$ cat src/rtl/spi_master_fifo.sv
// Memory-mapped SPI master with TX/RX FIFOs, four SPI modes, selectable bit order
// and firmware-driven chip selects. irq flags received data and overflow errors.
module spi_master_fifo #(
    parameter int DATA_W     = 8,
    parameter int FIFO_DEPTH = 4,
    parameter int NUM_CS     = 1,
    parameter int DIV_W      = 16
) (
    input  logic              clk,
    input  logic              reset,
    input  logic              wen,
    input  logic [31:0]       addr,
    input  logic [31:0]       wdata,
    input  logic              miso,
    output logic [31:0]       rdata,
    output logic              sck,
    output logic [NUM_CS-1:0] cs,
    output logic              mosi,
    output logic              irq
);

    localparam int AW = $clog2(FIFO_DEPTH);
    localparam int PW = AW + 1;
    localparam int EW = $clog2(2 * DATA_W + 1);
    localparam logic [EW-1:0] LAST_EDGE = EW'(2 * DATA_W);

    typedef enum logic [1:0] {
        ST_IDLE  = 2'd0,
        ST_LOAD  = 2'd1,
        ST_SHIFT = 2'd2
    } state_t;

    function automatic logic first_bit(input logic [DATA_W-1:0] w, input logic lsb);
        first_bit = lsb ? w[0] : w[DATA_W-1];
    endfunction

    state_t              state_r;
    logic                sck_r;
    logic                mosi_r;
    logic                irq_r;
    logic [31:0]         rdata_r;
    logic [NUM_CS-1:0]   cs_r;
    logic [DIV_W-1:0]    clkdiv_r;
    logic [DIV_W-1:0]    div_cnt_r;
    logic [2:0]          mode_r;
    logic [EW-1:0]       edge_cnt_r;
    logic [DATA_W-1:0]   tx_sh_r;
    logic [DATA_W-1:0]   rx_sh_r;
    logic                tx_ovf_r;
    logic                rx_ovf_r;

    logic [DATA_W-1:0]   tx_mem_r [FIFO_DEPTH];
    logic [DATA_W-1:0]   rx_mem_r [FIFO_DEPTH];
    logic [PW-1:0]       tx_wr_ptr_r, tx_rd_ptr_r;
    logic [PW-1:0]       rx_wr_ptr_r, rx_rd_ptr_r;

    logic                tx_full_s, tx_empty_s, rx_full_s, rx_empty_s;
    logic                wr_tx_s, wr_clkdiv_s, wr_rx_s, wr_status_s, wr_cs_s, wr_mode_s;
    logic                tx_push_s, tx_pop_s, rx_push_req_s, rx_push_s, rx_pop_s;
    logic                busy_s, cpha_s, cpol_s, lsb_s;
    logic                tick_s, leading_s, last_edge_s, shift_out_s, sample_s;
    logic [EW-1:0]       edge_next_s;
    logic [DATA_W-1:0]   tx_next_s, rx_next_s, rx_word_s, tx_head_s, rx_head_s;
    logic [31:0]         rd_s;
    logic                unused_s;

    assign unused_s = ^{addr, wdata};

    assign tx_empty_s = (tx_wr_ptr_r == tx_rd_ptr_r);
    assign tx_full_s  = (tx_wr_ptr_r[AW] != tx_rd_ptr_r[AW]) &&
                        (tx_wr_ptr_r[AW-1:0] == tx_rd_ptr_r[AW-1:0]);
    assign rx_empty_s = (rx_wr_ptr_r == rx_rd_ptr_r);
    assign rx_full_s  = (rx_wr_ptr_r[AW] != rx_rd_ptr_r[AW]) &&
                        (rx_wr_ptr_r[AW-1:0] == rx_rd_ptr_r[AW-1:0]);
    assign tx_head_s  = tx_mem_r[tx_rd_ptr_r[AW-1:0]];
    assign rx_head_s  = rx_mem_r[rx_rd_ptr_r[AW-1:0]];

    assign wr_tx_s     = wen && (addr[7:0] == 8'h00);
    assign wr_clkdiv_s = wen && (addr[7:0] == 8'h04);
    assign wr_rx_s     = wen && (addr[7:0] == 8'h08);
    assign wr_status_s = wen && (addr[7:0] == 8'h0C);
    assign wr_cs_s     = wen && (addr[7:0] == 8'h10);
    assign wr_mode_s   = wen && (addr[7:0] == 8'h14);

    assign busy_s = (state_r != ST_IDLE) || !tx_empty_s;
    assign cpha_s = mode_r[0];
    assign cpol_s = mode_r[1];
    assign lsb_s  = mode_r[2];

    // Engine pops in LOAD; pushes into a full FIFO are dropped regardless of a same-clk pop.
    assign tx_push_s     = wr_tx_s && !tx_full_s;
    assign tx_pop_s      = (state_r == ST_LOAD);
    assign rx_pop_s      = wr_rx_s && !rx_empty_s;
    assign rx_push_req_s = tick_s && last_edge_s;
    assign rx_push_s     = rx_push_req_s && !rx_full_s;

    assign tick_s      = (state_r == ST_SHIFT) && (div_cnt_r == {DIV_W{1'b0}});
    assign edge_next_s = edge_cnt_r + EW'(1);
    assign leading_s   = edge_next_s[0];
    assign last_edge_s = (edge_next_s == LAST_EDGE);
    // CPHA=1 keeps the bit presented in LOAD through the first leading edge.
    assign shift_out_s = tick_s && (cpha_s ? (leading_s && (edge_next_s != EW'(1))) : !leading_s);
    assign sample_s    = tick_s && (cpha_s ? !leading_s : leading_s);

    assign tx_next_s = lsb_s ? {1'b1, tx_sh_r[DATA_W-1:1]} : {tx_sh_r[DATA_W-2:0], 1'b1};
    assign rx_next_s = lsb_s ? {miso, rx_sh_r[DATA_W-1:1]} : {rx_sh_r[DATA_W-2:0], miso};
    assign rx_word_s = sample_s ? rx_next_s : rx_sh_r;

    // Bus read multiplexer; unmapped and write-only addresses return zero.
    always_comb begin
        rd_s = 32'd0;
        case (addr[7:0])
            8'h04: rd_s[DIV_W-1:0] = clkdiv_r;
            8'h08: begin
                if (!rx_empty_s) begin
                    rd_s[DATA_W-1:0] = rx_head_s;
                end else begin
                    rd_s = 32'd0;
                end
            end
            8'h0C: rd_s[4:0] = {rx_ovf_r, tx_ovf_r, !rx_empty_s, tx_full_s, busy_s};
            8'h10: rd_s[NUM_CS-1:0] = cs_r;
            8'h14: rd_s[2:0] = mode_r;
            default: rd_s = 32'd0;
        endcase
    end

    // FIFO storage, written without reset.
    always_ff @(posedge clk) begin
        if (tx_push_s) begin
            tx_mem_r[tx_wr_ptr_r[AW-1:0]] <= wdata[DATA_W-1:0];
        end
        if (rx_push_s) begin
            rx_mem_r[rx_wr_ptr_r[AW-1:0]] <= rx_word_s;
        end
    end

    // FIFO pointers.
    always_ff @(posedge clk or posedge reset) begin
        if (reset) begin
            tx_wr_ptr_r <= {PW{1'b0}};
            tx_rd_ptr_r <= {PW{1'b0}};
            rx_wr_ptr_r <= {PW{1'b0}};
            rx_rd_ptr_r <= {PW{1'b0}};
        end else begin
            if (tx_push_s) tx_wr_ptr_r <= tx_wr_ptr_r + PW'(1);
            if (tx_pop_s)  tx_rd_ptr_r <= tx_rd_ptr_r + PW'(1);
            if (rx_push_s) rx_wr_ptr_r <= rx_wr_ptr_r + PW'(1);
            if (rx_pop_s)  rx_rd_ptr_r <= rx_rd_ptr_r + PW'(1);
        end
    end

    // Configuration registers and sticky error flags; a set wins over a same-clk clear.
    always_ff @(posedge clk or posedge reset) begin
        if (reset) begin
            clkdiv_r <= DIV_W'(1);
            mode_r   <= 3'd0;
            cs_r     <= {NUM_CS{1'b1}};
            tx_ovf_r <= 1'b0;
            rx_ovf_r <= 1'b0;
        end else begin
            if (wr_clkdiv_s) clkdiv_r <= wdata[DIV_W-1:0];
            if (wr_mode_s && !busy_s) mode_r <= wdata[2:0];
            if (wr_cs_s) cs_r <= wdata[NUM_CS-1:0];
            if (wr_tx_s && tx_full_s) begin
                tx_ovf_r <= 1'b1;
            end else if (wr_status_s && wdata[3]) begin
                tx_ovf_r <= 1'b0;
            end
            if (rx_push_req_s && rx_full_s) begin
                rx_ovf_r <= 1'b1;
            end else if (wr_status_s && wdata[4]) begin
                rx_ovf_r <= 1'b0;
            end
        end
    end

    // Shift engine FSM with divider, sck and mosi.
    always_ff @(posedge clk or posedge reset) begin
        if (reset) begin
            state_r    <= ST_IDLE;
            sck_r      <= 1'b0;
            mosi_r     <= 1'b1;
            edge_cnt_r <= {EW{1'b0}};
            div_cnt_r  <= {DIV_W{1'b0}};
            tx_sh_r    <= {DATA_W{1'b1}};
            rx_sh_r    <= {DATA_W{1'b0}};
        end else begin
            case (state_r)
                ST_IDLE: begin
                    sck_r  <= cpol_s;
                    mosi_r <= 1'b1;
                    state_r <= tx_empty_s ? ST_IDLE : ST_LOAD;
                end
                ST_LOAD: begin
                    tx_sh_r    <= tx_head_s;
                    mosi_r     <= first_bit(tx_head_s, lsb_s);
                    rx_sh_r    <= {DATA_W{1'b0}};
                    edge_cnt_r <= {EW{1'b0}};
                    div_cnt_r  <= clkdiv_r;
                    state_r    <= ST_SHIFT;
                end
                ST_SHIFT: begin
                    if (tick_s) begin
                        div_cnt_r  <= clkdiv_r;
                        sck_r      <= ~sck_r;
                        edge_cnt_r <= edge_next_s;
                        if (shift_out_s) begin
                            tx_sh_r <= tx_next_s;
                            mosi_r  <= first_bit(tx_next_s, lsb_s);
                        end
                        if (sample_s) begin
                            rx_sh_r <= rx_next_s;
                        end
                        if (last_edge_s) begin
                            state_r <= tx_empty_s ? ST_IDLE : ST_LOAD;
                        end
                    end else begin
                        div_cnt_r <= div_cnt_r - DIV_W'(1);
                    end
                end
                default: state_r <= ST_IDLE;
            endcase
            if (wr_clkdiv_s) begin
                div_cnt_r <= wdata[DIV_W-1:0];
            end
        end
    end

    // Registered bus read data and interrupt.
    always_ff @(posedge clk or posedge reset) begin
        if (reset) begin
            rdata_r <= 32'd0;
            irq_r   <= 1'b0;
        end else begin
            if (!wen) rdata_r <= rd_s;
            irq_r <= !rx_empty_s || tx_ovf_r || rx_ovf_r;
        end
    end

    assign rdata = rdata_r;
    assign sck   = sck_r;
    assign cs    = cs_r;
    assign mosi  = mosi_r;
    assign irq   = irq_r;

endmodule

$ cat config.mk
export PLATFORM = sky130hd
export DESIGN_NAME = spi_master_fifo
export DESIGN_NICKNAME = d
export VERILOG_FILES = /design/src/rtl/spi_master_fifo.sv
export SDC_FILE = /design/constraint.sdc
export NUM_CORES = 1
export LEC_CHECK = 0
export CAP_MARGIN = 20
export CORE_MARGIN = 2
export CORE_UTILIZATION = 45
export DETAILED_ROUTE_END_ITERATION = 8
export GPL_TIMING_DRIVEN = 0
export PLACE_DENSITY_LB_ADDON = 0.1
export SLEW_MARGIN = 20
export SYNTH_ARGS = -nofsm -noshare
export SYNTH_HDL_FRONTEND = slang
export SYNTH_SLANG_ARGS = --single-unit
$ cat constraint.sdc
create_clock -name clk -period 2.7 [get_ports clk]
set_input_delay 0.54 -clock clk [delete_from_list [all_inputs] [get_ports clk]]
set_output_delay 0.54 -clock clk [all_outputs]
set_load 0.01 [all_outputs]
==> results of run 1 <==
sequential cells by signal, summed over array words and instances (netlist names), 5 cells and up:
signal	cells
tx_sh_r	8
edge_cnt_r	5
rx_mem_r	32
rx_sh_r	8
clkdiv_r	16
div_cnt_r	16
tx_mem_r	32
rdata	16
report_power, final:
| part | internal (mW) | switching, mW |
|---|---|---|
| logic | 0.437 | 0.464 |
| registers | 2.68 | 0.263 |
| clock network | 1.19 | 1.02 |
cell usage after synthesis, types with 7 or more instances:
cell type  instances  area (um^2)
nor3_1             9        45.04
clkbuf_1          27        101.4
mux2_2            18        202.7
xor2_1             9        78.83
a221oi_1           7        61.31
mux4_2            16        360.4
dfrtp_1           81         2027
mux2i_1           20        200.2
and2_1            10        62.56
nand3_1           25        125.1
dfstp_2           11        289.0
edfxtp_1          64         1922
buf_4             16        120.1
nand4_1            7        43.79
nor2_1            17        63.81
nand2_1          110        412.9
inv_1             20        75.07
a21oi_1           13        65.06
or4_1              7        52.55
o21ai_1           17        85.08
xnor2_1           14        122.6
ha_1              18        225.2
o21ai_0           38        190.2
final cells by class:
cell class | instances | area, um^2 | area share
multi-input cells | 452 | 3246 | 0.3523
plain buffers | 51 | 297.8 | 0.03233
clock inverters | 15 | 116.4 | 0.01263
clock buffers | 17 | 425.4 | 0.04618
flip-flops and latches | 156 | 4239 | 0.4602
repair buffers | 52 | 525.5 | 0.05705
well taps | 220 | 275.3 | 0.02988
inverters | 21 | 86.33 | 0.009372
kinds of logic (layout without fill, tap and decap cells):
logic type               after synthesis  count (layout)  share of synthesized area
other                                  1              16                  0.0004879
flip-flops                           156             156                     0.5514
AND/OR/NAND/NOR                      226             226                     0.1472
buffers and inverters                 76             156                    0.05063
adder cells (fa/ha/maj)               18              18                    0.02930
XOR/XNOR                              23              23                    0.02621
multiplexers                          54              54                    0.09930
AO/OA/AOI/OAI                        115             115                    0.09556
worst max-delay path by stage:
stage	endpoint	slack, ns	cells past startpoint
floorplan	tx_mem_r[3][0]	0.12	6
global placement	tx_mem_r[3][6]	-0.70	7
global route	rx_mem_r[0][5]	-0.007	7
finish	rx_mem_r[0][5]	0.08	7
detailed placement	tx_mem_r[0][5]	-0.68	7
CTS	tx_mem_r[0][6]	-0.007	7
routing by layer:
metal | global-route usage | part of all wire | vias up
li1 | - | - | 2574
met4 | 0.05731 | 0.011 | 0
met1 | 0.2829 | 0.44 | 2800
met2 | 0.3672 | 0.52 | 78
met3 | 0.03829 | 0.029 | 16
met5 | 0 | 0 | -
repair_timing:
action | in CTS | in global routing
setup endpoints to repair | 132 | 122
gates resized for setup | 25 | 18
buffers inserted | 2 | 4
pin swaps | 2 | 2
hold buffers | 0 | 0
through the flow:
stage                     setup TNS, ns  setup WS [ns]  cells  total power [mW]  area (um^2)
after floorplan                       0         0.1226    684             3.507         7746
after global placement           -60.30        -0.6953    948             3.753         8462
after detailed placement         -61.84        -0.6771    950             3.798         8502
after CTS                      -0.02601      -0.006593    983             6.027         9133
after global routing           -0.02931      -0.007016    984             6.331         9211
final                                 0        0.08105    984             6.054         9211
critical path, delay by kind of cell (launching register included):
family / cells / cell delay (ns)
flip-flops: 1 / 0.44
AND/OR/NAND/NOR: 3 / 1.29
buffers and inverters: 3 / 0.44
AO/OA/AOI/OAI: 1 / 0.26
==> run metrics, run 1 <==
Setup-failing EPs final 0; Max VDD drop 500.2 uV; worst setup path start div_cnt_r[10]; die span in y 134.7 um; worst path arrival time 2.85 ns; Hold Crit Depth 2; Num Clock Sinks 156; HP Class reg2reg; leakage 3.658 nW; vias in the first global route 5434; CTS tree built; YS warnings 0; r2r setup slk 0.08 ns; Syn-to-layout area delta 19.84%; average instance area after synthesis 11.49 um^2; fin crit share 0.9700; share of cells above drive strength 1 0.1963; FMAX 381.8 MHz; Hold EP clkdiv_r[0]; Req. time, crit path 2.93 ns; fin. max-slew vios 0; crit path cell chain or4_1, buf_6, or3_4, or3b_1, buf_6, buf_6, o21ai_1; post-synth cell types 70; commonest cells after routing, fill and taps aside 110 x nand2_1, 80 x dfrtp_1, 64 x edfxtp_1; Filler Cells Inserted 1435; TritonCTS buffer count 17; std cell rows 47; Most Frequent Cell on Critical Path buf_6; wire length per cell 18.75 um; total wire length 18.45 mm; worst-margin pin slew 0.7916 ns; cells after synthesis 669; register area share after synthesis 0.5514; Tmin final 2.619 ns; Hold Fails Final Rpt 0; global route overflow 0; Slowest cell on crit path or4_1; Antenna diodes 0; FF-to-FF path depth 7; most common cell after layout, fill and taps aside nand2_1; Post-synth ARST share 0.5897; max_cap viols 0; reg2reg start div_cnt_r[10]; Pwr Density 657.2 mW/mm^2; clk buf depth 2; clk slew on worst S/H paths 0.06 ns; DRT Pass-1 Iters 4; DRC Markers 0; hold_ws 0.4882 ns; cell at the root of the clock tree clkbuf_16; global-route wire length before repair 29.74 mm; I/O pin total 104; Post-Syn Area 0.007686 mm^2; Post-synth top flop dfrtp_1; via count 5468; Skew-Pair Late Insertion Delay 0.43 ns; status finished clean; GPL Wtd Cong 0.8949; antenna violations before repair 0; via/cell ratio 5.557; dpl hpwl 13.18 mm; Crit. End Element flop; Max transition margin 0.4723; Crit Reg-Reg Endpoint rx_mem_r[0][5]; H-tree levels 4; hold path startpoint clkdiv_r[0]; Largest stage delay, worst path 0.54 ns; initial core utilization 0.4618; pin count of the biggest net entering global routing 34; full die area 0.01814 mm^2; Final Util 0.5535; Routed Antenna Nets 0; Worst Skew 0.01116 ns; Total GRT Usage 0.2145; port bufs 44; Nets 837; Std-Cell Core Area 0.01664 mm^2; Post-synth EDFFs 64; Die W 134.7 um; DRT iter0 DRCs 291; CP max FO 10; kind of critical path reg2reg; CP startpoint kind flop; FF+latch count, synth 156
No activity file was read; power rests on OpenSTA's default activity.
==> run 2, diff against run 1 <==
--- a/config.mk
+++ b/config.mk
@@ -10,7 +10,7 @@
 export CORE_UTILIZATION = 45
 export DETAILED_ROUTE_END_ITERATION = 8
 export GPL_TIMING_DRIVEN = 0
-export PLACE_DENSITY_LB_ADDON = 0.1
+export PLACE_DENSITY = 0.69
 export SLEW_MARGIN = 20
 export SYNTH_ARGS = -nofsm -noshare
 export SYNTH_HDL_FRONTEND = slang
==> run metrics, run 2 (synthesized netlist as in run 1, its figures left out) <==
status finished clean; HP Class reg2reg; max_cap viols 0; via count 5548; Die W 134.7 um; fin crit share 0.9859; Buf/Inv on CP 2; die span in y 134.7 um; WP depth 7; Tmin final 2.662 ns; initial core utilization 0.4618; Largest stage delay, worst path 0.54 ns; Skew-Pair Late Insertion Delay 0.43 ns; wire length per cell 18.51 um; DRC Markers 0; Num Clock Sinks 156; vias in the first global route 5504; setup slack after layout 0.03801 ns; kind of critical path reg2reg; most common cell after layout, fill and taps aside nand2_1; Nets 837; global-route wire length before repair 29.32 mm; TritonCTS buffer count 17; DRT iter0 DRCs 474; std cell rows 47; Slowest cell on crit path or4_4; Syn-to-layout area delta 20.40%; top sig layer met4; Final Util 0.5560; Most Frequent Cell on Critical Path buf_6; DR WL met3 885 um; worst-margin pin slew 0.8132 ns; Std-Cell Core Area 0.01664 mm^2; crit path cell chain or4_4, buf_6, nor4_2, nand4b_1, nor3b_4, buf_6, and2_4; CP max FO 9; FF-to-FF path depth 7; Setup-failing EPs final 0; Antenna diodes 0; H-tree levels 4; via/cell ratio 5.638; FMAX 375.7 MHz; Req. time, crit path 2.83 ns; pre-CTS worst setup slack -0.7396 ns; CTS tree built; worst path arrival time 2.80 ns; cell family with most CP delay simple AND/OR/NAND/NOR gates; Routed Antenna Nets 0; total wire length 18.22 mm; share of cells above drive strength 1 0.1976; Max VDD drop 507.1 uV; commonest cells after routing, fill and taps aside 110 x nand2_1, 80 x dfrtp_1, 64 x edfxtp_1; Hold Fails Final Rpt 0; Hold Crit Depth 2; cell at the root of the clock tree clkbuf_16; DRT Pass-1 Iters 5; Worst Skew 0.008458 ns; fin. max-slew vios 0; clk slew on worst S/H paths 0.07 ns; global route overflow 0; clk buf depth 2; GPL Wtd Cong 0.9105; wl on met1 7.874 mm; CP startpoint kind flop; dpl hpwl 13.06 mm; Pwr Density 661.3 mW/mm^2; leakage 3.670 nW; antenna violations before repair 0; Total GRT Usage 0.2094; I/O pin total 104; Crit. End Element flop; Max transition margin 0.4579; met2 wire length 9.129 mm; port bufs 44; full die area 0.01814 mm^2; pin count of the biggest net entering global routing 28
-- run 2: cell count changes in the layout (fill, tap and decap cells not counted), moves of 2 or more --
cell | before | now
clkinv_2 | 5 | 1
buf_16 | 0 | 2
buf_4 | 22 | 20
inv_6 | 4 | 6
-- run 2: layout make-up --
class | count | area (um^2)
fillers | 1371 | 7388
flip-flops and latches | 156 | 4239
multi-input cells | 452 | 3247
repair buffers | 52 | 556.8
clock buffers | 17 | 425.4
plain buffers | 51 | 299.0
well taps | 220 | 275.3
clock inverters | 15 | 128.9
inverters | 21 | 82.58
-- run 2: stage by stage --
| step | cells | cell area (um^2) | total power [mW] | TNS, ns | hold slack [ns] |
|---|---|---|---|---|---|
| 2_1_floorplan | 684 | 7746 | 3.507 | 0 | 0.4539 |
| 3_3_place_gp | 948 | 8462 | 3.745 | -62.98 | 0.4725 |
| 3_5_place_dp | 951 | 8537 | 3.795 | -67.92 | 0.4769 |
| 4_1_cts | 984 | 9189 | 6.077 | 0 | 0.4866 |
| 5_1_grt | 984 | 9254 | 6.398 | -1.980 | 0.5114 |
| 6_report | 984 | 9254 | 6.120 | 0 | 0.4840 |
-- run 2: path summary, 6_finish.rpt --
kind	slack, ns	startpoint	end
min in group asynchronous	0.55	reset	rx_sh_r[0]
max in group asynchronous	1.33	reset	tx_sh_r[0]
hold reg to reg	0.48	clkdiv_r[0]	clkdiv_r[0]
setup reg to reg	0.04	div_cnt_r[10]	rx_mem_r[1][7]
hold / removal	0.48	clkdiv_r[0]	clkdiv_r[0]
setup / recovery	0.04	div_cnt_r[10]	rx_mem_r[1][7]
-- run 2: what timing repair did --
item | 4_1_cts | 5_1_grt
endpoints found under the setup margin | 144 | 138
resized for setup | 30 | 13
buffers inserted | 2 | 3
endpoints found under the hold margin | 0 | 0
pin swaps | 1 | 2
hold buffers | 0 | 0
-- run 2: per-layer routing --
| layer | vias up | track usage |
|---|---|---|
| met4 | 0 | 0.07778 |
| met2 | 175 | 0.3443 |
| met5 | - | 0 |
| li1 | 2565 | - |
| met1 | 2782 | 0.2745 |
| met3 | 26 | 0.04467 |
-- run 2: power breakdown --
part           total, mW  switching [mW]  internal, mW
combinational      0.912           0.464         0.448
clock               2.26            1.06          1.21
sequential          2.94           0.266          2.68
total               6.12            1.79          4.33
-- run 2: worst reg2reg max path: cells and delay by family, from the launching register on --
kind                   cells  cell delay, ns
buffers and inverters      2            0.30
DFF                        1            0.44
and+or+nand+nor            5            1.62
==> run 3, diff against run 2 <==
--- a/config.mk
+++ b/config.mk
@@ -5,11 +5,10 @@
 export SDC_FILE = /design/constraint.sdc
 export NUM_CORES = 1
 export LEC_CHECK = 0
-export CAP_MARGIN = 20
 export CORE_MARGIN = 2
 export CORE_UTILIZATION = 45
 export DETAILED_ROUTE_END_ITERATION = 8
-export GPL_TIMING_DRIVEN = 0
+export MAX_ROUTING_LAYER = met4
 export PLACE_DENSITY = 0.69
 export SLEW_MARGIN = 20
 export SYNTH_ARGS = -nofsm -noshare
==> run metrics, run 3 (synthesized netlist as in run 1, its figures left out) <==
wire length per cell 17.94 um; commonest cells after routing, fill and taps aside 110 x nand2_1, 81 x dfrtp_1, 64 x edfxtp_1; Largest stage delay, worst path 0.59 ns; cell family with most CP delay simple AND/OR/NAND/NOR gates; full die area 0.01814 mm^2; global route overflow 0; initial core utilization 0.4618; FMAX 386.3 MHz; fin crit share 0.9587; via count 5485; CP max FO 29; clk buf depth 2; RSZ-0062 raised after global routing false; cell at the root of the clock tree clkbuf_16; GPL Wtd Cong 0.8684; H-tree levels 4; die span in y 134.7 um; Pwr Density 651.6 mW/mm^2; Antenna diodes 0; kind of critical path reg2reg; Max transition margin 0.3000; max_cap viols 0; Setup-failing EPs final 0; share of cells above drive strength 1 0.1984; DP Area 0.008805 mm^2; worst path arrival time 2.82 ns; port bufs 47; Req. time, crit path 2.93 ns; Max VDD drop 554.7 uV; Nets 839; TritonCTS buffer count 17; Syn-to-layout area delta 22.40%; clk slew on worst S/H paths 0.06 ns; global-route wire length before repair 28.76 mm; Std-Cell Core Area 0.01664 mm^2; Crit. End Element flop; post-layout instance area 0.009408 mm^2; hold_ws 0.4894 ns; CTS tree built; total wire length 17.69 mm; Total GRT Usage 0.2120; via/cell ratio 5.563; DRT iter0 DRCs 421; I/O pin total 104; crit path cell chain or4_4, or3_4, or3b_1, buf_4, o21ai_1; fin. max-slew vios 0; antenna violations before repair 0; HP Class reg2reg; DRT Pass-1 Iters 6; pin count of the biggest net entering global routing 47; Skew-Pair Late Insertion Delay 0.44 ns; Num Clock Sinks 156; std cell rows 47; leakage 3.734 nW; Hold Fails Final Rpt 0; worst-margin pin slew 1.050 ns; Routed Antenna Nets 0; most common cell after layout, fill and taps aside nand2_1; dpl hpwl 12.49 mm; CP startpoint kind flop; Slowest cell on crit path or4_4; vias in the first global route 5427; Buf/Inv on CP 1; Filler Cells Inserted 1342; DRC Markers 0; Tmin final 2.588 ns; status finished clean; Worst Skew 0.006211 ns; Die W 134.7 um
run 3: changes by cell type in the layout (fill, tap and decap cells not counted), moves of 3 or more:
cell and change:
and2_1 +8, and2_4 -7, buf_12 +14, buf_2 -5, buf_4 +23, buf_6 -6, clkbuf_1 -19, clkbuf_2 -3
clkdlybuf4s50_1 +3, clkinv_2 +3, inv_6 -5, inv_8 -3, o21ai_1 +3, o21ai_2 -3
run 3: stage by stage:
stage	power [mW]	instances	util	setup slack (ns)	setup TNS, ns
floorplan	3.507	684	-	0.1226	0
global placement	3.835	952	0.5291	-0.06009	-2.025
detailed placement	3.873	952	0.5291	-0.1159	-4.429
CTS	6.126	984	0.5625	0.02746	0
global route	6.388	986	0.5653	0.02763	0
finish	6.130	986	0.5653	0.1116	0
run 3: area by class of cell:
| cell class | instances | area [um^2] | area share |
|---|---|---|---|
| well taps | 220 | 275.3 | 0.02926 |
| repair buffers | 105 | 1094 | 0.1162 |
| multi-input cells | 452 | 3166 | 0.3365 |
| clock inverters | 14 | 123.9 | 0.01317 |
| flip-flops and latches | 156 | 4238 | 0.4505 |
| clock buffers | 18 | 429.2 | 0.04562 |
| inverters | 21 | 82.58 | 0.008778 |
run 3: power breakdown:
part	internal [mW]	switching, mW	total [mW]	leakage, nW
clock network	1.26	0.994	2.26	0.262
logic	0.476	0.497	0.972	1.69
registers	2.68	0.222	2.90	1.78
total	4.42	1.71	6.13	3.73
run 3: final timing paths:
| check | from | to | slack [ns] | cells past startpoint |
|---|---|---|---|---|
| setup / recovery | div_cnt_r[11] | rx_mem_r[0][6] | 0.11 | 5 |
| hold / removal | tx_wr_ptr_r[2] | tx_wr_ptr_r[2] | 0.49 | 1 |
| setup reg to reg | div_cnt_r[11] | rx_mem_r[0][6] | 0.11 | 5 |
| hold reg to reg | tx_wr_ptr_r[2] | tx_wr_ptr_r[2] | 0.49 | 1 |
| max in group asynchronous | reset | clkdiv_r[0] | 1.56 | 3 |
| min in group asynchronous | reset | rx_sh_r[0] | 0.50 | 2 |
run 3: repair_timing:
item	in CTS	in global routing
pin swaps	0	3
endpoints found under the hold margin	0	0
endpoints found under the setup margin	4	77
gates resized for setup	1	7
hold buffers	0	0
buffers inserted	0	2
run 3: per-layer routing:
layer | share of wire | vias to the layer above | track usage
met4 | 0.020 | 0 | 0.07310
met3 | 0.043 | 30 | 0.04242
met2 | 0.49 | 135 | 0.3316
met5 | 0 | - | -
li1 | - | 2570 | -
met1 | 0.44 | 2750 | 0.2780
==> RTL edit (settings of run 2) <==
Add an input register stage for `addr`, without a reset; this delays it by one clock. The other inputs are not delayed to match.
--- a/src/rtl/spi_master_fifo.sv
+++ b/src/rtl/spi_master_fifo.sv
@@ -30,6 +30,12 @@
         ST_SHIFT = 2'd2
     } state_t;
 
+    logic [31:0] addr_q;
+
+    always_ff @(posedge clk) begin
+        addr_q <= addr;
+    end
+
     function automatic logic first_bit(input logic [DATA_W-1:0] w, input logic lsb);
         first_bit = lsb ? w[0] : w[DATA_W-1];
     endfunction
@@ -64,7 +70,7 @@
     logic [31:0]         rd_s;
     logic                unused_s;
 
-    assign unused_s = ^{addr, wdata};
+    assign unused_s = ^{addr_q, wdata};
 
     assign tx_empty_s = (tx_wr_ptr_r == tx_rd_ptr_r);
     assign tx_full_s  = (tx_wr_ptr_r[AW] != tx_rd_ptr_r[AW]) &&
@@ -75,12 +81,12 @@
     assign tx_head_s  = tx_mem_r[tx_rd_ptr_r[AW-1:0]];
     assign rx_head_s  = rx_mem_r[rx_rd_ptr_r[AW-1:0]];
 
-    assign wr_tx_s     = wen && (addr[7:0] == 8'h00);
-    assign wr_clkdiv_s = wen && (addr[7:0] == 8'h04);
-    assign wr_rx_s     = wen && (addr[7:0] == 8'h08);
-    assign wr_status_s = wen && (addr[7:0] == 8'h0C);
-    assign wr_cs_s     = wen && (addr[7:0] == 8'h10);
-    assign wr_mode_s   = wen && (addr[7:0] == 8'h14);
+    assign wr_tx_s     = wen && (addr_q[7:0] == 8'h00);
+    assign wr_clkdiv_s = wen && (addr_q[7:0] == 8'h04);
+    assign wr_rx_s     = wen && (addr_q[7:0] == 8'h08);
+    assign wr_status_s = wen && (addr_q[7:0] == 8'h0C);
+    assign wr_cs_s     = wen && (addr_q[7:0] == 8'h10);
+    assign wr_mode_s   = wen && (addr_q[7:0] == 8'h14);
 
     assign busy_s = (state_r != ST_IDLE) || !tx_empty_s;
     assign cpha_s = mode_r[0];
@@ -109,7 +115,7 @@
     // Bus read multiplexer; unmapped and write-only addresses return zero.
     always_comb begin
         rd_s = 32'd0;
-        case (addr[7:0])
+        case (addr_q[7:0])
             8'h04: rd_s[DIV_W-1:0] = clkdiv_r;
             8'h08: begin
                 if (!rx_empty_s) begin
Check against the original RTL: not equivalent (a bounded check fails within 4 cycles, from zero or initial values and one cycle with reset high).
==> RTL edit against run 2 <==
Worst setup slack gained 0.043 ns. Total power rose by 12%. Sequential cell count rose by 8. Synthesized cell count rose by 2.1%. Non-clock buffer count is 11 higher. Cell area is 1.9% higher. Sequential share of layout area rose by 0.85 points. Synthesized area rose by 1.6%. Routed wire length rose by 5.6%. Critical endpoint is now rx_mem_r[1][4]. Largest power group unchanged.
==> RTL edit: results (changes against run 2) <==
run_status:
  status: "completed"
synth:
  synth_area_leaders: "dfrtp_1, edfxtp_1, nand2_1"
  syn_avg_cell_area_sq_um: 11.4  # -0.46%
  synthTopCellsByCount: "nand2_1, dfrtp_1, edfxtp_1"
  seq_area_frac_synth_pct: 56.3  # +1.2 points
  ys_async_sr_fraction_pct: 56.1  # -2.9 points
  ys.flop_type: "dfrtp_1"
  ys_types: 69  # -1.4%
layout:
  regArea_sq_mm: 0.00440  # +3.7%
  fill_cells: 1457  # +6.3%
  fin_nets: 869  # +3.8%
  drive_above_1_share_pct: 19.6  # -0.17 points
sta:
  slew_headroom_pct: 52.1  # +6.3 points
  skew_ns: 0.0131  # +0.00465 ns
  hold_ws_ns: 0.349  # -0.134 ns
  fin_crit_sh_pct: 97.0  # -1.6 points
grt:
  grt_max_degree: 35  # +25%
  grt_usage_pct: 21.7  # +0.74 points
  grt_pass1_vias: 5616  # +2.0%
  grt_first_pass_wirelength_um: 30000  # +2.2%
placement:
  dp_cells: 974  # +2.4%
  dpl.hpwl_um: 13600  # +4.2%
  portBuffers: 47  # +6.8%
  place_ws_ns: -0.503  # +0.237 ns
  placed_area_sq_mm: 0.00869  # +1.8%
  place.gp.congestion: 0.958  # +5.2%
clock_network:
  cts_max_path_buffers: 2  # unchanged
  postCtsSetupBuffers: 9  # +7
  cts-root-buf: "clkbuf_16"
  cts_resized: 11  # -63%
route:
  vias: 5652  # +1.9%
  dr.pass1.iters: 5  # unchanged
  wl_per_cell_um: 18.8  # +1.8%
  drt_iter0_drc: 433  # -8.6%
  routed_wl_um: 19200  # +5.6%
worst_hold_path:
  hold_path_class: "primary input to asynchronous set/reset pin"
power_and_ir_drop:
  leakagePower_nw: 3.92  # +6.7%
  ir_drop_uv: 516  # +1.8%
setup_path:
  cp.arrival_ns: 2.75  # -0.05 ns
  critPathMaxFanout: 8  # -1
  r2r_slack_ns: 0.08  # +0.04 ns
[RTL edit: where the power goes]
group          internal, W  switching, W  total, W
logic             0.000659      0.000783   0.00144
clock network      0.00128       0.00105   0.00233
registers          0.00284      0.000239   0.00308
[RTL edit: final timing paths]
path | from | endpoint | cells after the start
min in group clk | clkdiv_r[0] | clkdiv_r[0] | 2
setup / recovery | div_cnt_r[10] | rx_mem_r[1][4] | 8
hold reg to reg | clkdiv_r[0] | clkdiv_r[0] | 2
hold / removal | reset | rx_sh_r[1] | 2
max in group asynchronous | reset | tx_sh_r[6] | 4
setup reg to reg | div_cnt_r[10] | rx_mem_r[1][4] | 8
[RTL edit: final cells by class]
cell class              count  area share, %
flip-flops and latches    164           46.7
multi-input cells         471           34.1
repair buffers             65           6.84
clock buffers              18           4.55
well taps                 225           2.99
plain buffers              49           2.84
clock inverters            14           1.37
inverters                  15          0.637
[RTL edit: kinds of logic after synthesis]
| family | share of synthesized area [%] |
|---|---|
| adder cells (fa/ha/maj) | 2.88 |
| multiplexers | 9.64 |
| flip-flops | 56.3 |
| other | 0.0480 |
| XOR/XNOR | 2.67 |
| buffers and inverters | 3.92 |
| AND/OR/NAND/NOR | 14.7 |
| AO/OA/AOI/OAI | 9.85 |
[RTL edit: metal layers]
| layer | vias to the layer above | GRT usage [%] | share of wire, % |
|---|---|---|---|
| met3 | 41 | 4.26 | 5.3 |
| met1 | 2811 | 26.5 | 40 |
| met5 | - | 0 | 0 |
| li1 | 2621 | - | - |
| met2 | 179 | 38.5 | 52 |
| met4 | 0 | 7.29 | 2.1 |
[RTL edit: critical path, stage by stage (launching register included)]
cell     delay, ns
dfrtp_1       0.41
or4_4         0.54
buf_6         0.14
nor4_4        0.29
buf_6         0.18
nand3_4       0.09
nor4b_4       0.23
buf_4         0.19
and2_4        0.24
